`src/rtl/mem_port_arbiter_if.sv`:
```
// Bundles the I/D requester handshakes and the shared memory port of mem_port_arbiter.
// No logic: pure wiring, zero latency.
// Requesters hold req until ack; the memory side has no stall and answers after a fixed latency.
interface mem_port_arbiter_if #(
   parameter int ADDR_W = 32,
   parameter int DATA_W = 32
);
   // instruction requester
   logic              i_req;
   logic [ADDR_W-1:0] i_addr;
   logic              i_ack;
   logic [DATA_W-1:0] i_rdata;
   // data requester
   logic              d_req;
   logic [ADDR_W-1:0] d_addr;
   logic [DATA_W-1:0] d_wdata;
   logic              d_we;
   logic              d_ack;
   logic [DATA_W-1:0] d_rdata;
   // shared memory port
   logic [ADDR_W-1:0] mem_addr;
   logic [DATA_W-1:0] mem_data_i;
   logic [DATA_W-1:0] mem_data_o;
   logic              mem_data_en;
   logic              mem_write_en;
   // status
   logic              busy;

   // arbiter side
   modport slave (
      input  i_req, i_addr, d_req, d_addr, d_wdata, d_we, mem_data_o,
      output i_ack, i_rdata, d_ack, d_rdata,
             mem_addr, mem_data_i, mem_data_en, mem_write_en, busy
   );

   // requesters plus memory side
   modport master (
      output i_req, i_addr, d_req, d_addr, d_wdata, d_we, mem_data_o,
      input  i_ack, i_rdata, d_ack, d_rdata,
             mem_addr, mem_data_i, mem_data_en, mem_write_en, busy
   );
endinterface

```
`src/rtl/mem_port_arbiter.sv`:
```
// Shares one memory port between I and D requesters with round-robin grant on contention.
// Latency: request sampled in IDLE at cycle N -> mem strobe at N+1 -> ack at N+2+MEM_LATENCY.
// Backpressure: one transaction at a time; a waiting requester simply holds req until its ack.
module mem_port_arbiter #(
   parameter int ADDR_W      = 32,
   parameter int DATA_W      = 32,
   parameter int MEM_LATENCY = 1
) (
   input logic              clk,
   input logic              reset,
   mem_port_arbiter_if.slave bus
);

   typedef enum logic [1:0] {IDLE, ISSUE, WAIT, RESP} state_t;

   state_t     state;
   logic       owner_d;  // 1: D owns the in-flight transaction
   logic       last_d;   // 1: last grant went to D
   logic       lat_we;
   logic [2:0] cnt;
   logic       grant_d;

   // D wins when it is alone, or on a tie when I was served last
   assign grant_d = bus.d_req & (~bus.i_req | ~last_d);

   // Arbiter FSM; every output is registered and the mem strobes live only in ISSUE
   always_ff @(posedge clk or negedge reset) begin
      if (!reset) begin
         state            <= IDLE;
         owner_d          <= 1'b0;
         last_d           <= 1'b0;
         lat_we           <= 1'b0;
         cnt              <= 3'd0;
         bus.i_ack        <= 1'b0;
         bus.d_ack        <= 1'b0;
         bus.i_rdata      <= {DATA_W{1'b0}};
         bus.d_rdata      <= {DATA_W{1'b0}};
         bus.mem_addr     <= {ADDR_W{1'b0}};
         bus.mem_data_i   <= {DATA_W{1'b0}};
         bus.mem_data_en  <= 1'b0;
         bus.mem_write_en <= 1'b0;
         bus.busy         <= 1'b0;
      end else begin
         // pulses and the memory strobe default low; only the transitions below raise them
         bus.i_ack        <= 1'b0;
         bus.d_ack        <= 1'b0;
         bus.mem_addr     <= {ADDR_W{1'b0}};
         bus.mem_data_i   <= {DATA_W{1'b0}};
         bus.mem_data_en  <= 1'b0;
         bus.mem_write_en <= 1'b0;
         case (state)
            IDLE: begin
               if (bus.i_req || bus.d_req) begin
                  // the mem_* registers double as the address/data latch, so the
                  // requester inputs are never looked at again after this grant
                  owner_d          <= grant_d;
                  last_d           <= grant_d;
                  lat_we           <= grant_d & bus.d_we;
                  bus.mem_addr     <= grant_d ? bus.d_addr : bus.i_addr;
                  bus.mem_data_i   <= grant_d ? bus.d_wdata : {DATA_W{1'b0}};
                  bus.mem_write_en <= grant_d & bus.d_we;
                  bus.mem_data_en  <= 1'b1;
                  bus.busy         <= 1'b1;
                  state            <= ISSUE;
               end
            end
            ISSUE: begin
               cnt   <= 3'(MEM_LATENCY - 1);
               state <= WAIT;
            end
            WAIT: begin
               if (cnt == 3'd0) begin
                  if (!lat_we) begin
                     if (owner_d) bus.d_rdata <= bus.mem_data_o;
                     else         bus.i_rdata <= bus.mem_data_o;
                  end
                  bus.d_ack <= owner_d;
                  bus.i_ack <= ~owner_d;
                  state     <= RESP;
               end else begin
                  cnt <= cnt - 3'd1;
               end
            end
            RESP: begin
               // no re-grant here: IDLE samples requests on the following cycle
               bus.busy <= 1'b0;
               state    <= IDLE;
            end
            default: state <= IDLE;
         endcase
      end
   end

endmodule
```
`src/flat_wrapper.sv`:
```
// flat-port wrapper written by rule: the top's interface ports become plain ports
module mem_port_arbiter_flat 
#(
   parameter int ADDR_W      = 32,
   parameter int DATA_W      = 32,
   parameter int MEM_LATENCY = 1
)
  (clk, reset, bus_i_req, bus_i_addr, bus_d_req, bus_d_addr, bus_d_wdata, bus_d_we, bus_mem_data_o, bus_i_ack, bus_i_rdata, bus_d_ack, bus_d_rdata, bus_mem_addr, bus_mem_data_i, bus_mem_data_en, bus_mem_write_en, bus_busy);
  mem_port_arbiter_if #(.ADDR_W(ADDR_W), .DATA_W(DATA_W)) bus_i ();
  input logic clk;
  input logic reset;
  input wire logic [$bits(bus_i.i_req)-1:0] bus_i_req;
  input wire logic [$bits(bus_i.i_addr)-1:0] bus_i_addr;
  input wire logic [$bits(bus_i.d_req)-1:0] bus_d_req;
  input wire logic [$bits(bus_i.d_addr)-1:0] bus_d_addr;
  input wire logic [$bits(bus_i.d_wdata)-1:0] bus_d_wdata;
  input wire logic [$bits(bus_i.d_we)-1:0] bus_d_we;
  input wire logic [$bits(bus_i.mem_data_o)-1:0] bus_mem_data_o;
  output wire logic [$bits(bus_i.i_ack)-1:0] bus_i_ack;
  output wire logic [$bits(bus_i.i_rdata)-1:0] bus_i_rdata;
  output wire logic [$bits(bus_i.d_ack)-1:0] bus_d_ack;
  output wire logic [$bits(bus_i.d_rdata)-1:0] bus_d_rdata;
  output wire logic [$bits(bus_i.mem_addr)-1:0] bus_mem_addr;
  output wire logic [$bits(bus_i.mem_data_i)-1:0] bus_mem_data_i;
  output wire logic [$bits(bus_i.mem_data_en)-1:0] bus_mem_data_en;
  output wire logic [$bits(bus_i.mem_write_en)-1:0] bus_mem_write_en;
  output wire logic [$bits(bus_i.busy)-1:0] bus_busy;
  assign bus_i.i_req = bus_i_req;
  assign bus_i.i_addr = bus_i_addr;
  assign bus_i.d_req = bus_d_req;
  assign bus_i.d_addr = bus_d_addr;
  assign bus_i.d_wdata = bus_d_wdata;
  assign bus_i.d_we = bus_d_we;
  assign bus_i.mem_data_o = bus_mem_data_o;
  assign bus_i_ack = bus_i.i_ack;
  assign bus_i_rdata = bus_i.i_rdata;
  assign bus_d_ack = bus_i.d_ack;
  assign bus_d_rdata = bus_i.d_rdata;
  assign bus_mem_addr = bus_i.mem_addr;
  assign bus_mem_data_i = bus_i.mem_data_i;
  assign bus_mem_data_en = bus_i.mem_data_en;
  assign bus_mem_write_en = bus_i.mem_write_en;
  assign bus_busy = bus_i.busy;
  mem_port_arbiter #(.ADDR_W(ADDR_W), .DATA_W(DATA_W), .MEM_LATENCY(MEM_LATENCY)) u_core (.clk(clk), .reset(reset), .bus(bus_i));
endmodule
```
`config.mk`:
```
export PLATFORM = sky130hd
export DESIGN_NAME = mem_port_arbiter_flat
export DESIGN_NICKNAME = d
export VERILOG_FILES = /design/src/rtl/mem_port_arbiter_if.sv /design/src/rtl/mem_port_arbiter.sv /design/src/flat_wrapper.sv
export SDC_FILE = /design/constraint.sdc
export NUM_CORES = 1
export LEC_CHECK = 0
export CAP_MARGIN = 40
export CORE_UTILIZATION = 40
export CTS_CLUSTER_SIZE = 8
export DETAILED_ROUTE_END_ITERATION = 7
export GPL_ROUTABILITY_DRIVEN = 1
export PLACE_DENSITY = 0.88
export SYNTH_ARGS = -nofsm -noshare
export SYNTH_HDL_FRONTEND = slang
export SYNTH_SLANG_ARGS = --single-unit
```
`constraint.sdc`:
```
create_clock -name clk -period 2.2 [get_ports clk]
set_clock_uncertainty 0.2 [all_clocks]
set_input_delay 0.22 -clock clk [delete_from_list [all_inputs] [get_ports clk]]
set_output_delay 0.22 -clock clk [all_outputs]
set_load 0.005 [all_outputs]
```
# Yosys cells after proc, flatten, opt, wreduce, memory -nomap -nowiden
# Cells that the tools add are included.
[op_classes]
reduce_logical = 11
mux = 21
addsub = 1
bitwise_logic = 6
n_eq_ne = 6
[op_table]
columns = ["operator", "count"]
rows = [
  ["32-bit two-way mux", 6],
  ["1-bit two-way mux", 9],
  ["2-bit case mux with 4 select lines", 1],
  ["2-bit AND reduction", 4],
  ["4-bit AND reduction", 2],
  ["3-bit case mux with 2 select lines", 1],
  ["2-bit == test, second input constant", 2],
  ["2-bit two-way mux", 2],
  ["2-bit by 1-bit inequality test with 1-bit output, second input constant", 2],
  ["2-bit nonzero test", 2],
  ["3-bit logical NOT", 1],
  ["3-bit two-way mux", 1],
  ["1-bit NOT", 3],
  ["3-bit by 1-bit subtractor with 3-bit output, second input constant", 1],
  ["1-bit bitwise AND", 2],
  ["2-bit by 1-bit == test with 1-bit output, second input constant", 1],
  ["2-bit logical NOT", 1],
  ["2-bit inequality test, second input constant", 1],
  ["1-bit case mux with 2 select lines", 1],
  ["1-bit logical OR", 1],
  ["1-bit bitwise OR", 1],
]
[totals]
wordCells = 58
reg_bits = 140
output_inout_bits = 133

# Longest topological paths before layout
# Gate-level depths: netlist of the first run.
[depth]
word_depth = 6
ltp_mapped = 8
mapped_depth_nobuf = 6

# Worst setup path before layout of the first run
# OpenSTA, ideal clock, no wires.
[synth_path]
path_kind = "register to register"
from = "register u_core.cnt[0]"
to = "register u_core.bus.i_rdata[10]"
path_slack_ns = 0.211
t_required_ns = 1.875
path_stages_with_launch = 8
period_less_slack_ns = 1.989
arrival_ns = 1.664
setup_ns = 0.125
n_path_buf = 1
cell_sequence = "dfrtp_1 -> inv_1 -> ha_1 -> ha_1 -> nand2_1 -> nor3_4 -> buf_4 -> mux2_2"
[synth_via]
elab_chain_len = 2
[synth_lines]
columns = ["item", "line_no", "source"]
rows = [
  ["start, declared", "mem_port_arbiter.sv:20", "logic [2:0] cnt;"],
  ["start signal, assigned", "mem_port_arbiter.sv:68", "cnt <= 3'(MEM_LATENCY - 1);"],
  ["start signal, assigned", "mem_port_arbiter.sv:81", "cnt <= cnt - 3'd1;"],
  ["3-bit logical NOT", "mem_port_arbiter.sv:72", "if (cnt == 3'd0) begin"],
  ["4-bit AND reduction (no line)", "n/a", ""],
  ["end signal, assigned", "mem_port_arbiter.sv:36", "bus.i_rdata <= {DATA_W{1'b0}};"],
  ["end signal, assigned", "mem_port_arbiter.sv:75", "else bus.i_rdata <= bus.mem_data_o;"],
  ["end, declared", "mem_port_arbiter_if.sv:32", "output i_ack, i_rdata, d_ack, d_rdata,"],
]
# Every way passes these cells.
# A chain may end at the register's enable or synchronous reset.

# Worst setup path in the final report of the first run
[layout_path]
from = "register u_core.cnt[0]"
to = "register u_core.bus.i_rdata[11]"
# The elaborated chain is that of the path after synthesis.

==> results.py, run 1 <==
metrics = {
    "status": {
        "status": "finished, final reports clean",
    },
    "placement": {
        "portBuffers": 265,
        "gp_congestion": 0.815,
        "post-dp-hpwl_mm": 10.2,
    },
    "timing": {
        "slew_viol_final": 0,
        "finalCritPeriodShare_pct": 96.1,
        "hold_viol": 0,
        "rsz0062_at_grt": "no",
        "fmax_mhz": 473,
        "slew_headroom_pct": 69.4,
        "fin_crit_ns": 2.11,
        "tightest_slew_ns": 0.460,
        "fin_hold_ws_ns": 0.109,
        "finalSetupTns_ns": 0,
        "setup_viol_count_final": 0,
    },
    "logic_synthesis": {
        "synthMuxAreaShare_pct": 15.6,
        "ys_seq_elements": 140,
        "synthFlopType": "dfrtp_1",
        "async_flop_share_pct": 100,
        "syn-cell-area_um2": 5410,
        "syn_avg_cell_area_um2": 13.5,
        "synth_xor_area_share_pct": 0.162,
        "yosysWarningCount": 0,
        "seq_area_frac_synth_pct": 64.7,
        "synth-compound-area-share_pct": 4.67,
        "yosysUniqueCellTypes": 31,
        "synthAdderAreaFrac_pct": 1.39,
        "syn-num-nets": 539,
        "yosys.area_share.simple_pct": 9.73,
        "synthCells": 400,
        "synth_top_family_by_area": "multiplexers",
        "synth_edf_count": 0,
    },
    "global_routing": {
        "grt_pass1_wl_mm": 22.5,
        "antenna_found_initial": 0,
        "gr-total-overflow": 0,
        "grt_max_degree": 50,
        "grt_usage_pct": 21.1,
        "first_global_vias": 4293,
    },
    "final_layout": {
        "drive_gt1_share_pct": 17.3,
        "antenna_cells": 0,
        "num-fill-cells": 933,
        "layout_commonest_cell": "clkdlybuf4s50_1",
        "area_growth_pct": 66.1,
        "final_cell_mix": "clkdlybuf4s50_1, dfrtp_1, nand2_1",
        "nNetsFinal": 812,
    },
    "critical_path": {
        "path_class": "flop to flop",
        "crit_fanout": 8,
        "required_ns": 2.30,
        "critPathArrivalTime_ns": 2.21,
        "crit_path_start_kind": "flop",
        "end_kind": "flop",
        "crit_buf_inv": 3,
        "crit_slowest_cell": "dfrtp_1",
        "cpLargestDelayFamily": "flip-flops",
        "critical-path-max-stage-delay_ns": 0.40,
        "cp_cell_sequence": "inv_1 -> ha_2 -> ha_4 -> nand2_2 -> nor3_4 -> buf_12 -> clkbuf_16 -> mux2_2",
    },
    "clock_network": {
        "cts_root_buf": "clkbuf_16",
        "cts_made_buffers": 17,
        "clock-sinks": 140,
        "clk_path_buf_depth": 2,
        "clk_latency_ns": 0.41,
        "htreeDepth": 4,
        "path_clk_slew_ns": 0.06,
        "cts_tree": "built",
    },
    "route": {
        "wirelength_mm": 14.5,
        "dr.pass1.iters": 4,
        "ant_nets": 0,
        "drcViolationCount": 0,
        "wl_per_cell_um": 16.8,
        "drt_iter0_drc": 211,
        "vias_per_cell": 4.81,
        "vias": 4147,
    },
    "power": {
        "peakVddDrop_mv": 0.582,
        "p_sw_share_pct": 27.4,
        "p_int_w": 0.00818,
        "p_per_area_nw_per_um2": 1250,
        "clock_power_share_pct": 25.7,
        "p_comb_share_pct": 38.7,
        "p_switching_w": 0.00308,
        "seqPwrFrac_pct": 35.6,
        "leakage_nw": 4.13,
    },
    "floorplan": {
        "dieArea_um2": 14000,
        "dieHeight_um": 118,
        "start_util_pct": 40.9,
        "rows": 42,
        "ios": 266,
        "fp.coreArea_um2": 13200,
        "die_w_um": 118,
    },
    "run": {
        "drv_cap": 0,
    },
    "hold_path": {
        "hold_path_class": "input port to async pin",
    },
}
## cell type report
type                       instances  area, µm²  share of cell area [%]
sequential                       140       3500                    39.0
inverter                           7       26.3                   0.292
timing repair buffer             280       2900                    32.2
tap                              176        220                    2.45
clock inverter                    14        168                    1.86
clock buffer                      18        439                    4.88
multi-input combinational        227       1740                    19.4
## per-stage QoR
step / std cells / util, % / total power [W] / area, µm² / setup WS (ns)
final: 862 / 67.9 / 0.0113 / 8990 / 0.0856
after global routing: 862 / 67.9 / 0.0118 / 8990 / 0.000438
after CTS: 858 / 67.2 / 0.0112 / 8900 / 0.0607
after detailed placement: 825 / 62.5 / 0.00824 / 8280 / 0.00830
after global placement: 825 / 62.5 / 0.00803 / 8280 / 0.161
after floorplan: 400 / - / 0.00578 / 5410 / 0.211
## power by group through the flow
stage	Sequential (W)	Clock [W]	Combinational (W)
2_1_floorplan	0.00400	0	0.00178
3_3_place_gp	0.00397	0	0.00406
3_5_place_dp	0.00403	0	0.00421
4_1_cts	0.00400	0.00294	0.00424
5_1_grt	0.00410	0.00306	0.00466
6_report	0.00400	0.00290	0.00436
## sequential cells by signal (all words and copies together) (netlist names)
signal,cells
u_core.bus.busy,1
u_core.bus.d_ack,1
u_core.bus.d_rdata,32
u_core.bus.i_ack,1
u_core.bus.i_rdata,32
u_core.bus.mem_addr,32
u_core.bus.mem_data_en,1
u_core.bus.mem_data_i,32
u_core.bus.mem_write_en,1
u_core.cnt,3
u_core.lat_we,1
u_core.owner_d,1
u_core.state,2
## layer usage
metal  GRT usage [%]  part of all wire, %
met5               0                    0
met4            9.29                  2.3
met3            8.30                  8.3
met2            34.6                   51
met1            24.4                   38
## Yosys cell counts (all sizes together), types with 2 or more instances
master,instances,area [µm²]
clkbuf,11,41.3
nand2,68,255
a21oi,33,165
o21ai,3,15.0
nor2,3,11.3
mux2,65,845
and3,34,218
ha,6,75.1
dfrtp,140,3500
inv,7,26.3
nand2b,3,21.3
buf,15,134
a21boi,2,15.0
## timing repair
action / 4_1_cts / 5_1_grt
pin swaps: 0 / 1
gates cloned: 0 / 3
setup endpoints to repair: 2 / 32
setup buffers: 0 / 1
hold endpoints to repair: 140 / 0
resized for setup: 1 / 3
hold buffers: 1 / 0
## path summary, 6_finish.rpt
path,to,slack [ns],depth (start not counted),start
worst max-delay path,u_core.bus.i_rdata[11]$_DFFE_PN0P_,0.09,8,u_core.cnt[0]$_DFFE_PN0P_
worst min-delay path,u_core.bus.i_rdata[19]$_DFFE_PN0P_,0.11,2,reset
worst max register to register,u_core.bus.i_rdata[11]$_DFFE_PN0P_,0.09,8,u_core.cnt[0]$_DFFE_PN0P_
worst min register to register,u_core.bus.i_rdata[30]$_DFFE_PN0P_,0.29,1,u_core.bus.i_rdata[30]$_DFFE_PN0P_
max in group asynchronous,u_core.bus.mem_addr[0]$_DFF_PN0_,1.07,3,reset
min in group clk,u_core.bus.mem_addr[3]$_DFF_PN0_,0.15,3,bus_d_addr[3]
## kinds of logic after synthesis
family	Yosys count
xor gates and xnor gates	1
buffers and inverters	33
adders and majority gates	6
muxes	65
AOI/OAI and AO/OA	45
DFF	140
and+or+nand+nor	110
Power figures use the tool's default switching activity.
==> run 2: changes to the inputs <==
- CTS_CLUSTER_SIZE: 8 -> 30
==> results of run 2 <==
Same layout as run 1: the final DEF is identical, and so are final timing and power.
==> run 3: changes to the inputs <==
- SETUP_SLACK_MARGIN: default -> 0.05
==> results.py, run 3 (synthesized netlist as in run 1, its figures left out) <==
metrics = {
    "status": {
        "status": "finished, final reports clean",
    },
    "floorplan": {
        "rows": 42,
        "ios": 266,
        "die_w_um": 118,
        "dieArea_um2": 14000,
        "fp.coreArea_um2": 13200,
        "dieHeight_um": 118,
        "start_util_pct": 40.9,
    },
    "clock_network": {
        "clk_latency_ns": 0.42,
        "path_clk_slew_ns": 0.06,
        "clk_path_buf_depth": 2,
        "cts_made_buffers": 17,
        "cts_tree": "built",
        "clock-sinks": 140,
        "cts_root_buf": "clkbuf_16",
        "htreeDepth": 4,
    },
    "final_layout": {
        "num-fill-cells": 931,
        "nNetsFinal": 814,
        "final_cell_mix": "clkdlybuf4s50_1, dfrtp_1, nand2_1",
        "regArea_um2": 3500,
        "area_growth_pct": 66.4,
        "drive_gt1_share_pct": 17.6,
        "fin_util_pct": 68.0,
        "layout_commonest_cell": "clkdlybuf4s50_1",
        "multiInputGateArea_um2": 1740,
        "antenna_cells": 0,
    },
    "critical_path": {
        "critPathArrivalTime_ns": 2.15,
        "crit_path_start_kind": "flop",
        "crit_slowest_cell": "dfrtp_1",
        "critical-path-max-stage-delay_ns": 0.38,
        "cp_cell_sequence": "inv_1 -> ha_2 -> ha_4 -> nand2_2 -> nor3_4 -> buf_12 -> clkbuf_16 -> mux2_2",
        "end_kind": "flop",
        "required_ns": 2.30,
        "path_class": "flop to flop",
        "cpLargestDelayFamily": "buffers and inverters",
        "crit_fanout": 8,
        "crit_buf_inv": 3,
    },
    "power": {
        "clock_power_share_pct": 25.8,
        "p_per_area_nw_per_um2": 1250,
        "leakage_nw": 4.14,
        "p_sw_share_pct": 27.4,
        "p_switching_w": 0.00309,
        "p_comb_share_pct": 38.7,
        "p_int_w": 0.00817,
        "peakVddDrop_mv": 0.585,
        "seqPwrFrac_pct": 35.6,
    },
    "timing": {
        "finalSetupTns_ns": 0,
        "setup_viol_count_final": 0,
        "slew_viol_final": 0,
        "hold_viol": 0,
        "tightest_slew_ns": 0.457,
        "slew_headroom_pct": 69.5,
        "fmax_mhz": 488,
        "rsz0062_at_grt": "no",
        "finalCritPeriodShare_pct": 93.1,
        "fin_crit_ns": 2.05,
    },
    "global_routing": {
        "grt_max_degree": 50,
        "gr-total-overflow": 0,
        "grt_usage_pct": 21.1,
        "first_global_vias": 4293,
        "antenna_found_initial": 0,
        "grt_pass1_wl_mm": 22.5,
    },
    "run": {
        "drv_cap": 0,
    },
    "route": {
        "vias": 4158,
        "drcViolationCount": 0,
        "dr.pass1.iters": 4,
        "vias_per_cell": 4.81,
        "wl_per_cell_um": 16.9,
        "ant_nets": 0,
        "wirelength_mm": 14.6,
        "drt_iter0_drc": 194,
    },
    "hold_path": {
        "hold_path_class": "input port to async pin",
    },
    "placement": {
        "gp_congestion": 0.815,
        "post-dp-hpwl_mm": 10.2,
        "portBuffers": 265,
    },
}
-- run 3: changes by cell type in the layout (fill, tap and decap cells not counted) --
cell,change
buf_4,+2
-- run 3: worst paths after layout --
check	from	to	slack (ns)	cells past startpoint
worst max-delay path	u_core.cnt[0]$_DFFE_PN0P_	u_core.bus.i_rdata[19]$_DFFE_PN0P_	0.15	8
worst min-delay path	reset	u_core.bus.i_rdata[19]$_DFFE_PN0P_	0.11	2
worst max register to register	u_core.cnt[0]$_DFFE_PN0P_	u_core.bus.i_rdata[19]$_DFFE_PN0P_	0.15	8
worst min register to register	u_core.bus.i_rdata[30]$_DFFE_PN0P_	u_core.bus.i_rdata[30]$_DFFE_PN0P_	0.29	1
max in group asynchronous	reset	u_core.bus.mem_data_i[30]$_DFF_PN0_	1.08	3
min in group clk	bus_d_addr[3]	u_core.bus.mem_addr[3]$_DFF_PN0_	0.14	3
-- run 3: area by class of cell --
| type | count | area share (%) |
|---|---|---|
| well taps | 176 | 2.44 |
| repair buffers | 282 | 32.3 |
| clock buffers | 18 | 4.88 |
| flip-flops and latches | 140 | 38.9 |
| inverters | 7 | 0.292 |
| clock inverters | 14 | 1.86 |
| multi-input cells | 227 | 19.3 |
-- run 3: power groups by stage --
stage / combinational [W] / clock (W) / sequential, W
final: 0.00436 / 0.00290 / 0.00400
after floorplan: 0.00178 / 0 / 0.00400
after CTS: 0.00424 / 0.00294 / 0.00400
after global placement: 0.00406 / 0 / 0.00397
after detailed placement: 0.00421 / 0 / 0.00403
after global routing: 0.00466 / 0.00306 / 0.00410
-- run 3: metrics by stage --
stage / total power (W) / setup WS, ns / std cells / cell area (µm²) / hold WS, ns
2_1_floorplan: 0.00578 / 0.211 / 400 / 5410 / -0.276
3_3_place_gp: 0.00803 / 0.161 / 825 / 8280 / -0.0213
3_5_place_dp: 0.00824 / 0.00830 / 825 / 8280 / -0.0165
4_1_cts: 0.0112 / 0.0607 / 858 / 8900 / 0.108
5_1_grt: 0.0118 / 0.0758 / 864 / 9010 / 0.130
6_report: 0.0113 / 0.151 / 864 / 9010 / 0.106
-- run 3: timing repair --
| action | in CTS | in global routing |
|---|---|---|
| buffers inserted | 0 | 3 |
| hold buffers | 1 | 0 |
| pin swaps | 0 | 2 |
| hold endpoints to repair | 140 | 0 |
| resized for setup | 1 | 3 |
| cloned | 0 | 3 |
| endpoints found under the setup margin | 34 | 35 |
-- run 3: routing by layer --
layer	vias to the layer above	GRT usage [%]	wire, µm
met3	23	8.30	1240
met1	2041	24.4	5560
met4	0	9.29	324
li1	1905	-	-
met5	-	0	0
met2	189	34.6	7450
